## config.mk

```make
export PLATFORM = sky130hd
export DESIGN_NAME = io_req_seq_flat
export DESIGN_NICKNAME = d
export VERILOG_FILES = /design/src/rtl/io_req_seq_if.sv /design/src/rtl/io_req_seq.sv /design/src/flat_wrapper.sv
export SDC_FILE = /design/constraint.sdc
export NUM_CORES = 1
export LEC_CHECK = 0
export ABC_CLOCK_PERIOD_IN_PS = 2200
export CAP_MARGIN = 20
export CORE_UTILIZATION = 50
export DETAILED_ROUTE_END_ITERATION = 8
export GPL_ROUTABILITY_DRIVEN = 0
export GPL_TIMING_DRIVEN = 0
export HOLD_SLACK_MARGIN = 0.15
export PLACE_DENSITY = 0.84
export SYNTH_ARGS = -nofsm -noshare
export SYNTH_HDL_FRONTEND = slang
export SYNTH_SLANG_ARGS = --single-unit
export TNS_END_PERCENT = 10
```

## constraint.sdc

```tcl
create_clock -name FCLK -period 2.2 [get_ports FCLK]
set_input_delay 0.33 -clock FCLK [delete_from_list [all_inputs] [get_ports FCLK]]
set_output_delay 0.33 -clock FCLK [all_outputs]
set_load 0.01 [all_outputs]
```

## src/rtl/io_req_seq_if.sv

```systemverilog
// Request-side bus of the fast-domain I/O sequencer: CPU access strobes in,
// PDS bus-master request/handshake out and back.
interface io_req_seq_if;
  logic BACT, BRW, BLDS, BUDS;
  logic IOACK, ALE1;
  logic IOREQ, IORW, IOLDS, IOUDS;
  logic IOACT, IODONE;
  logic BUSY;

  modport slave (
    input  BACT, BRW, BLDS, BUDS, IOACT, IODONE,
    output IOACK, ALE1, IOREQ, IORW, IOLDS, IOUDS, BUSY
  );

  modport master (
    output BACT, BRW, BLDS, BUDS, IOACT, IODONE,
    input  IOACK, ALE1, IOREQ, IORW, IOLDS, IOUDS, BUSY
  );
endinterface

```

## src/rtl/io_req_seq.sv

```systemverilog
// Fast-side I/O request sequencer: captures CPU I/O cycles, drives the PDS
// master request port and acknowledges the CPU. Define POSTED_WRITE_EN to ack writes at capture.
module io_req_seq (
  input  logic          FCLK,
  input  logic          RES,
  io_req_seq_if.slave   bus
);

  typedef enum logic [1:0] {IDLE, REQ, ACT, TAIL} state_t;

`ifdef POSTED_WRITE_EN
  localparam logic POST_EN = 1'b1;
`else
  localparam logic POST_EN = 1'b0;
`endif

  state_t     state;
  logic       act_m, act_s, done_m, done_s;
  logic       capt, posted;
  logic [1:0] settle;
  logic       cap_go;

  // Synchronizers come out of reset at 0 regardless of the master; hold off
  // capture until they have sampled the real IOACT/IODONE levels.
  assign cap_go = (state == IDLE) && bus.BACT && !capt && !act_s && !done_s &&
                  (settle == 2'd2);

  always_ff @(posedge FCLK) begin
    if (RES) begin
      state     <= IDLE;
      act_m     <= 1'b0;
      act_s     <= 1'b0;
      done_m    <= 1'b0;
      done_s    <= 1'b0;
      capt      <= 1'b0;
      posted    <= 1'b0;
      settle    <= 2'd0;
      bus.IOREQ <= 1'b0;
      bus.IORW  <= 1'b1;
      bus.IOLDS <= 1'b0;
      bus.IOUDS <= 1'b0;
      bus.IOACK <= 1'b0;
      bus.ALE1  <= 1'b0;
      bus.BUSY  <= 1'b0;
    end else begin
      act_m  <= bus.IOACT;
      act_s  <= act_m;
      done_m <= bus.IODONE;
      done_s <= done_m;
      if (settle != 2'd2) settle <= settle + 2'd1;

      bus.IOACK <= 1'b0;
      bus.ALE1  <= 1'b0;
      if (!bus.BACT) capt <= 1'b0;

      case (state)
        IDLE: if (cap_go) begin
          capt      <= 1'b1;
          bus.IORW  <= bus.BRW;
          bus.IOLDS <= bus.BLDS;
          bus.IOUDS <= bus.BUDS;
          bus.ALE1  <= 1'b1;
          bus.IOREQ <= 1'b1;
          bus.BUSY  <= 1'b1;
          posted    <= POST_EN && !bus.BRW;
          bus.IOACK <= POST_EN && !bus.BRW;
          state     <= REQ;
        end
        REQ: if (act_s) begin
          bus.IOREQ <= 1'b0;
          state     <= ACT;
        end
        // BERR termination is indistinguishable here; it acks like DTACK.
        ACT: if (done_s) begin
          bus.IOACK <= !posted;
          state     <= TAIL;
        end
        TAIL: if (!act_s && !done_s) begin
          bus.BUSY <= 1'b0;
          posted   <= 1'b0;
          state    <= IDLE;
        end
        default: state <= IDLE;
      endcase
    end
  end

endmodule
```

## src/flat_wrapper.sv

```systemverilog
// flat-port wrapper written by rule: the top's interface ports become plain ports
module io_req_seq_flat 
  (FCLK, RES, bus_BACT, bus_BRW, bus_BLDS, bus_BUDS, bus_IOACT, bus_IODONE, bus_IOACK, bus_ALE1, bus_IOREQ, bus_IORW, bus_IOLDS, bus_IOUDS, bus_BUSY);
  io_req_seq_if bus_i ();
  input  logic FCLK;
  input  logic RES;
  input wire logic [$bits(bus_i.BACT)-1:0] bus_BACT;
  input wire logic [$bits(bus_i.BRW)-1:0] bus_BRW;
  input wire logic [$bits(bus_i.BLDS)-1:0] bus_BLDS;
  input wire logic [$bits(bus_i.BUDS)-1:0] bus_BUDS;
  input wire logic [$bits(bus_i.IOACT)-1:0] bus_IOACT;
  input wire logic [$bits(bus_i.IODONE)-1:0] bus_IODONE;
  output wire logic [$bits(bus_i.IOACK)-1:0] bus_IOACK;
  output wire logic [$bits(bus_i.ALE1)-1:0] bus_ALE1;
  output wire logic [$bits(bus_i.IOREQ)-1:0] bus_IOREQ;
  output wire logic [$bits(bus_i.IORW)-1:0] bus_IORW;
  output wire logic [$bits(bus_i.IOLDS)-1:0] bus_IOLDS;
  output wire logic [$bits(bus_i.IOUDS)-1:0] bus_IOUDS;
  output wire logic [$bits(bus_i.BUSY)-1:0] bus_BUSY;
  assign bus_i.BACT = bus_BACT;
  assign bus_i.BRW = bus_BRW;
  assign bus_i.BLDS = bus_BLDS;
  assign bus_i.BUDS = bus_BUDS;
  assign bus_i.IOACT = bus_IOACT;
  assign bus_i.IODONE = bus_IODONE;
  assign bus_IOACK = bus_i.IOACK;
  assign bus_ALE1 = bus_i.ALE1;
  assign bus_IOREQ = bus_i.IOREQ;
  assign bus_IORW = bus_i.IORW;
  assign bus_IOLDS = bus_i.IOLDS;
  assign bus_IOUDS = bus_i.IOUDS;
  assign bus_BUSY = bus_i.BUSY;
  io_req_seq u_core (.FCLK(FCLK), .RES(RES), .bus(bus_i));
endmodule
```

# Word-level counts from Yosys, hierarchy flattened
# Cells that the tools add are included.
# totals
wordCells,63
out_inout_bits,7
reg_bits,17
in_bits,8
# classes
mux,16
addsub,1
bitwise,3
reduce_logical,19
n_eq_ne,9
# op_table
cell,n
$mux W1,8
$mux W2,4
$ne A2 B1 Y1 const B,4
$pmux W2 S4,1
$eq A2 B2 Y1 const B,3
$logic_and A1 B1 Y1,6
$pmux W1 S2,3
$reduce_and A3 Y1,2
$logic_not A1 Y1,4
$reduce_and A4 Y1,1
$reduce_bool A2 Y1,2
$not A1 Y1,3
$reduce_or A3 Y1,1
$add A2 B1 Y2 const B,1
$eq A2 B1 Y1 const B,1
$logic_not A2 Y1,1
$ne A2 B2 Y1 const B,1
$reduce_and A2 Y1,1
$reduce_or A2 Y1,1

# Depth between registers and ports, before layout
# Gate-level depths: netlist (run 1).
# depth
ltp_word,8
mapped_depth,6
depth_no_buf,6

# Worst setup path after synthesis (run 1)
# OpenSTA, ideal clock, no wires.
# synth_path
path_kind,reg-to-reg
start,register u_core.state[0]
end,register u_core.state[0]
path_stages_with_launch,6
setup_ps,71
path_slack_ps,809
required_ps,2129
n_path_buf,0
arrival_time_ps,1320
synth_period_minus_slack_ps,1391
path_cell_list,dfxtp_1 inv_1 ha_1 a22o_1 or3_1 a21oi_1
# synth_between
elab_chain_len,8
word_cells_on_any_way,15
classes_between,7 x eq/ne; 1 x mux; 7 x reduce/logical
# synth_lines
element,line_no,rtl
from (decl),io_req_seq.sv:17,state_t state;
from (signal assigned),io_req_seq.sv:30,state <= IDLE;
from (signal assigned),io_req_seq.sv:67,state <= REQ;
from (signal assigned),io_req_seq.sv:71,state <= ACT;
$logic_not A2 Y1,"io_req_seq.sv:25, io_req_seq.sv:56",
$logic_and A1 B1 Y1 (5 in a row),io_req_seq.sv:25,assign cap_go = (state == IDLE) && bus.BACT && !capt && !act_s && !done_s &&
$ne A2 B1 Y1 (no source line),--,
$reduce_and A4 Y1 (no source line),--,
# Several ways; a longest one is shown, not always the timed one.
# A chain may end at the register's enable or synchronous reset.

# Worst setup path after layout (run 1)
# Same ends and word-level chain as after synthesis.

==> flow_metrics.env, run 1 <==
export IMPL_worstPathCellList="inv_1 > ha_1 > inv_1 > a32oi_1 > or3_1 > a21oi_1"
export IMPL_layoutNonFillerInstCount=103
export IMPL_timing_max_slew_rel_slack_pct=69.4
export IMPL_cts_clk_slew_worst_paths_ps=90
export IMPL_buffer_ports_inserted=14
export IMPL_root_buffer_cell="sky130_fd_sc_hd__clkbuf_4"
export IMPL_first_pass_grt_wire_length_mm=1.89
export IMPL_synthArstFlopShare_pct=0
export IMPL_critical_path_startpoint_type="flop"
export IMPL_final_hold_viol_count=0
export IMPL_crit_top_cell="sky130_fd_sc_hd__inv_1"
export IMPL_h_tree_lvls=1
export IMPL_number_of_flops_mapped_to_enable_cells_by_yosys=0
export IMPL_finalHoldWorstSlack_ps=446
export IMPL_ir_drop_v=0.000655
export IMPL_min_path_type="reg2reg"
export IMPL_dp_cells=99
export IMPL_dpl_hpwl_um=843
export IMPL_global_route_usage_total_pct=19.6
export IMPL_synthMostInstantiatedCell="sky130_fd_sc_hd__dfxtp_1"
export IMPL_period_share_pct=70.4
export IMPL_timing_critical_path_arrival_ps=1770
export IMPL_final_antenna_net_count=0
export IMPL_skew_ps=4.75
export IMPL_first_global_vias=486
export IMPL_placedInstanceArea_um2=827
export IMPL_rsz0062_at_grt="no"
export IMPL_antenna_found_initial=0
export IMPL_placeable_area_mm2=0.00117
export IMPL_ys_seq_area_share_pct=47.9
export IMPL_transition_time_at_the_pin_with_the_least_slew_margin_ps=459
export IMPL_worst_setup_path_type="reg2reg"
export IMPL_cellLeakagePower_nw=0.371
export IMPL_post_synthesis_mean_instance_area_um2=9.43
export IMPL_rows=12
export IMPL_grt_max_degree=11
export IMPL_filler_cell_count=93
export IMPL_synth_seq_cells=16
export IMPL_status="finished, final reports clean"
export IMPL_post_cts_resized=0
export IMPL_totalWireLength_mm=1.15
export IMPL_die_width_um=38.6
export IMPL_critical_path_endpoint_type="flop"
export IMPL_drt_first_pass_iters=4
export IMPL_max_clock_freq_mhz=646
export IMPL_netlist_top_cell_by_area="sky130_fd_sc_hd__dfxtp_1"
export IMPL_clock_path_buffers=2
export IMPL_route_vias_total=519
export IMPL_layout_cells_sized_above_1_pct=7.87
export IMPL_routedWlPerCell_um=11.2
export IMPL_yosysWarnings=0
export IMPL_avgViaCountPerCell=5.04
export IMPL_critical_path_buffer_and_inverter_count=2
export IMPL_synth_nets=85
export IMPL_path_delay_family="simple AND/OR/NAND/NOR gates"
export IMPL_ranking_of_synthesized_cells_by_area="sky130_fd_sc_hd__dfxtp_1 48%, sky130_fd_sc_hd__ha_1 11%, sky130_fd_sc_hd__nor2_1 5.6%"
export IMPL_floorplan_die_height_um=38.6
export IMPL_boundaryPins=15
export IMPL_finalSetupTns_ps=0
export IMPL_post_synth_most_frequent_cells="16 x sky130_fd_sc_hd__dfxtp_1, 10 x sky130_fd_sc_hd__nor2_1, 9 x sky130_fd_sc_hd__inv_1"
export IMPL_starting_density_of_the_core_pct=57.2
export IMPL_grt_overflow=0
export IMPL_cts_made_buffers=3
export IMPL_finish_instance_area_um2=863
export IMPL_cp_data_required_time_ps=2420
export IMPL_detail_route_drc_violations=0
export IMPL_antenna_cells=0
export IMPL_critical_path_slowest_cell="sky130_fd_sc_hd__or3_1"
export IMPL_post_cts_setup_buffer_count=0
export IMPL_slew_violations=0
export IMPL_finalSetupViolations=0
export IMPL_drt_initial_drc_count=6
export IMPL_flow_area_growth_from_synthesis_pct=29.0
export IMPL_worst_path_max_fanout=6
export IMPL_synth_area_um2=669
export IMPL_power_density_cell_area_mw_per_mm2=1100
export IMPL_synth_cell_type_count=20
export IMPL_clock_sink_count=16
export IMPL_post_synth_top_area_fraction_pct=47.9
export IMPL_ys_dominant_reg_cell="sky130_fd_sc_hd__dfxtp_1"
export IMPL_maxCapViolCount=0
export IMPL_syn_inst=71
export IMPL_min_period_ps=1550
export IMPL_die_area_mm2=0.00149
export IMPL_clock_tree_from_tritoncts="yes"
export IMPL_finish_net_count=104
export IMPL_critPathMaxStageDelay_ps=420
export IMPL_total_power_consumption_of_the_routed_design_mw=0.948
export IMPL_worstSkewPairLatency_ps=290
export IMPL_cts_hold_buffers=0
==> area by class of cell <==
cell class	count	area, um^2	area share [%]
Buffer	1	3.75	0.435
Inverter	9	33.8	3.91
Timing Repair Buffer	14	140	16.2
Sequential cell	16	320	37.1
Tap cell	14	17.5	2.03
Clock buffer	4	36.3	4.20
Multi-Input combinational cell	45	312	36.1
==> final timing paths <==
path                   startpoint               to  slack, ps  cells past startpoint
hold reg to reg     u_core.done_m    u_core.done_s        450                      1
setup reg to reg  u_core.state[0]  u_core.state[0]        650                      6
hold / removal      u_core.done_m    u_core.done_s        450                      1
setup / recovery  u_core.state[0]  u_core.state[0]        650                      6
==> logic make-up (layout without fill, tap and decap cells) <==
kind of cell               Yosys count  count (layout)  synth area share (%)
AOI/OAI and AO/OA                   15              15                  13.8
muxes                                2               2                  2.99
and+or+nand+nor                     21              21                  17.2
xor gates and xnor gates             1               1                  1.31
buffers and inverters               10              28                  5.61
adders and majority gates            6               6                  11.2
DFF                                 16              16                  47.9
==> worst register-to-register path, cell delays in order (launching register included) <==
cell                      delay, ps
sky130_fd_sc_hd__dfxtp_1        400
sky130_fd_sc_hd__inv_1          100
sky130_fd_sc_hd__ha_1           240
sky130_fd_sc_hd__inv_1           60
sky130_fd_sc_hd__a32oi_1        110
sky130_fd_sc_hd__or3_1          420
sky130_fd_sc_hd__a21oi_1        140
==> registers in the layout, indices dropped and copies added (netlist names) <==
register and flops:
u_core.act_m 1, u_core.act_s 1, u_core.bus.ALE1 1, u_core.bus.BUSY 1, u_core.bus.IOACK 1, u_core.bus.IOLDS 1, u_core.bus.IOREQ 1, u_core.bus.IORW 1
u_core.bus.IOUDS 1, u_core.capt 1, u_core.done_m 1, u_core.done_s 1, u_core.settle 2, u_core.state 2
==> layer usage <==
| layer | track usage [%] | wire (um) | vias to the layer above |
|---|---|---|---|
| met3 | 5.20 | 44 | 5 |
| met1 | 21.0 | 525 | 231 |
| met4 | 12.9 | 31 | 0 |
| li1 | - | - | 268 |
| met2 | 33.3 | 548 | 15 |
| met5 | 0 | 0 | - |
==> per-stage QoR <==
stage / setup WS [ps] / utilization [%]
2_1_floorplan: 809 / -
5_1_grt: 590 / 73.7
6_report: 652 / 73.7
3_3_place_gp: 444 / 70.6
4_1_cts: 660 / 73.7
3_5_place_dp: 425 / 70.6
==> cells in the final DEF (no fill, tap or decap) <==
| cell type | instances |
|---|---|
| sky130_fd_sc_hd__nor2b_1 | 4 |
| sky130_fd_sc_hd__inv_1 | 9 |
| sky130_fd_sc_hd__dfxtp_1 | 16 |
| sky130_fd_sc_hd__clkbuf_8 | 1 |
| sky130_fd_sc_hd__xor2_1 | 1 |
| sky130_fd_sc_hd__ha_1 | 6 |
| sky130_fd_sc_hd__or3_1 | 2 |
| sky130_fd_sc_hd__a32oi_1 | 1 |
| sky130_fd_sc_hd__clkbuf_1 | 1 |
| sky130_fd_sc_hd__nand4_2 | 1 |
| sky130_fd_sc_hd__nand2_1 | 2 |
| sky130_fd_sc_hd__clkbuf_4 | 3 |
| sky130_fd_sc_hd__a21oi_1 | 5 |
| sky130_fd_sc_hd__nor2b_4 | 1 |
| sky130_fd_sc_hd__a211o_1 | 1 |
| sky130_fd_sc_hd__o21ai_0 | 5 |
| sky130_fd_sc_hd__nor2_2 | 1 |
| sky130_fd_sc_hd__mux2i_1 | 2 |
| sky130_fd_sc_hd__nor2_1 | 10 |
| sky130_fd_sc_hd__a22o_1 | 1 |
| sky130_fd_sc_hd__a21o_1 | 1 |
| sky130_fd_sc_hd__clkdlybuf4s50_1 | 14 |
| sky130_fd_sc_hd__o41ai_1 | 1 |
==> report_power, final <==
group | switching, mW | internal, mW
sequential | 0.0412 | 0.353
combinational | 0.181 | 0.177
clock | 0.0952 | 0.101
total | 0.317 | 0.631
Note: power is estimated with default switching activity, not from simulation.
==> inputs of run 2 (changes only) <==
Settings changed: ABC_CLOCK_PERIOD_IN_PS 2200 to 1500, CORE_UTILIZATION 50 to 47, PLACE_DENSITY 0.84 to 0.8.
Clock period 2.2 ns to 1.5 ns, I/O delays scaled along.
==> flow_metrics.env, run 2 (synthesis gave the netlist of run 1 again) <==
export IMPL_status="finished, final reports clean"
export IMPL_placeable_area_mm2=0.00132
export IMPL_cts_hold_buffers=0
export IMPL_max_clock_freq_mhz=701
export IMPL_cellLeakagePower_nw=0.373
export IMPL_period_share_pct=95.1
export IMPL_worstSkewPairLatency_ps=280
export IMPL_drt_first_pass_iters=4
export IMPL_critical_path_endpoint_type="flop"
export IMPL_drt_met1_wl_um=496
export IMPL_largest_registers="u_core.settle: 2 flops, u_core.state: 2 flops"
export IMPL_wl_met2_um=515
export IMPL_grt_max_degree=11
export IMPL_slew_violations=0
export IMPL_grt_overflow=0
export IMPL_first_global_vias=427
export IMPL_h_tree_lvls=1
export IMPL_layout_cells_sized_above_1_pct=17.8
export IMPL_finalCoreUtilization_pct=67.9
export IMPL_wl_met3_um=55
export IMPL_antenna_cells=0
export IMPL_layout_common_cells="14 x sky130_fd_sc_hd__clkdlybuf4s50_1, 14 x sky130_fd_sc_hd__dfxtp_1, 10 x sky130_fd_sc_hd__nor2_1"
export IMPL_routedWlPerCell_um=10.3
export IMPL_min_period_ps=1430
export IMPL_clock_tree_from_tritoncts="yes"
export IMPL_filler_cell_count=105
export IMPL_final_hold_viol_count=0
export IMPL_final_antenna_net_count=0
export IMPL_finish_net_count=105
export IMPL_clock_sink_count=16
export IMPL_starting_density_of_the_core_pct=50.8
export IMPL_detail_route_drc_violations=0
export IMPL_timing_critical_path_arrival_ps=1640
export IMPL_finalSetupViolations=0
export IMPL_flow_area_growth_from_synthesis_pct=33.6
export IMPL_route_vias_total=506
export IMPL_drt_initial_drc_count=6
export IMPL_timing_max_slew_rel_slack_pct=70.0
export IMPL_rows=13
export IMPL_ir_drop_v=0.000822
export IMPL_finish_instance_area_um2=895
export IMPL_cp_data_required_time_ps=1710
export IMPL_boundaryPins=15
export IMPL_power_density_cell_area_mw_per_mm2=1600
export IMPL_finalWorstSetupSlack_ps=73.0
export IMPL_global_route_usage_total_pct=17.8
export IMPL_skew_ps=0.656
export IMPL_root_buffer_cell="sky130_fd_sc_hd__clkbuf_4"
export IMPL_seqCellArea_um2=325
export IMPL_worst_path_max_fanout=4
export IMPL_first_pass_grt_wire_length_mm=1.75
export IMPL_transition_time_at_the_pin_with_the_least_slew_margin_ps=451
export IMPL_dpl_worst_slack_ps=-161
export IMPL_dpl_hpwl_um=776
export IMPL_cts_made_buffers=3
export IMPL_route_top_layer_used="met4"
export IMPL_die_width_um=39.7
export IMPL_multiInputGateArea_um2=329
export IMPL_worst_setup_path_type="reg2reg"
export IMPL_dp_cells=100
export IMPL_cts_clk_slew_worst_paths_ps=80
export IMPL_critical_path_startpoint_type="flop"
export IMPL_die_area_mm2=0.00158
export IMPL_buffer_ports_inserted=14
export IMPL_clock_path_buffers=2
export IMPL_antenna_found_initial=0
export IMPL_placedInstanceArea_um2=828
export IMPL_min_path_type="reg2reg"
export IMPL_avgViaCountPerCell=4.82
export IMPL_total_power_consumption_of_the_routed_design_mw=1.43
export IMPL_layoutNonFillerInstCount=105
export IMPL_floorplan_die_height_um=39.7
export IMPL_totalWireLength_mm=1.08
export IMPL_maxCapViolCount=0
==> run 2: timing repair <==
item	in CTS	in global routing
setup endpoints to repair	1	3
pin swaps	0	1
setup buffers	0	1
cloned	0	0
gates resized for setup	1	8
==> run 2: layout make-up <==
cell class	instances	share of cell area, %
multi-input cells	45	36.8
flip-flops and latches	16	36.4
repair buffers	15	16.5
clock buffers	4	4.06
inverters	9	3.78
well taps	15	2.10
plain buffers	1	0.420
==> run 2: routing by layer <==
metal	track usage [%]	vias up
met4	7.76	0
li1	-	274
met1	19.9	217
met5	0	-
met3	10.2	2
met2	27.0	13
==> run 2: worst max-delay path, cell delays in order (launching register included) <==
cell,delay (ps)
sky130_fd_sc_hd__dfxtp_4,370
sky130_fd_sc_hd__inv_2,50
sky130_fd_sc_hd__ha_2,190
sky130_fd_sc_hd__a22o_1,260
sky130_fd_sc_hd__or3_1,350
sky130_fd_sc_hd__a21oi_1,140
==> run 2: report_power, final <==
part | switching, mW | internal, mW
registers | 0.0596 | 0.527
logic | 0.277 | 0.297
clock network | 0.125 | 0.148
==> run 2: path summary, 6_finish.rpt <==
kind                                 startpoint  slack, ps  depth (start not counted)              end
worst max-delay path            u_core.state[0]         70                          5  u_core.state[0]
worst min-delay path              u_core.done_m        450                          1    u_core.done_s
worst max register to register  u_core.state[0]         70                          5  u_core.state[0]
worst min register to register    u_core.done_m        450                          1    u_core.done_s
==> run 2: metrics by stage <==
stage	hold slack, ps	TNS [ps]
2_1_floorplan	297	0
3_3_place_gp	417	-304
3_5_place_dp	427	-329
4_1_cts	449	0
5_1_grt	459	-1.55
6_report	447	0
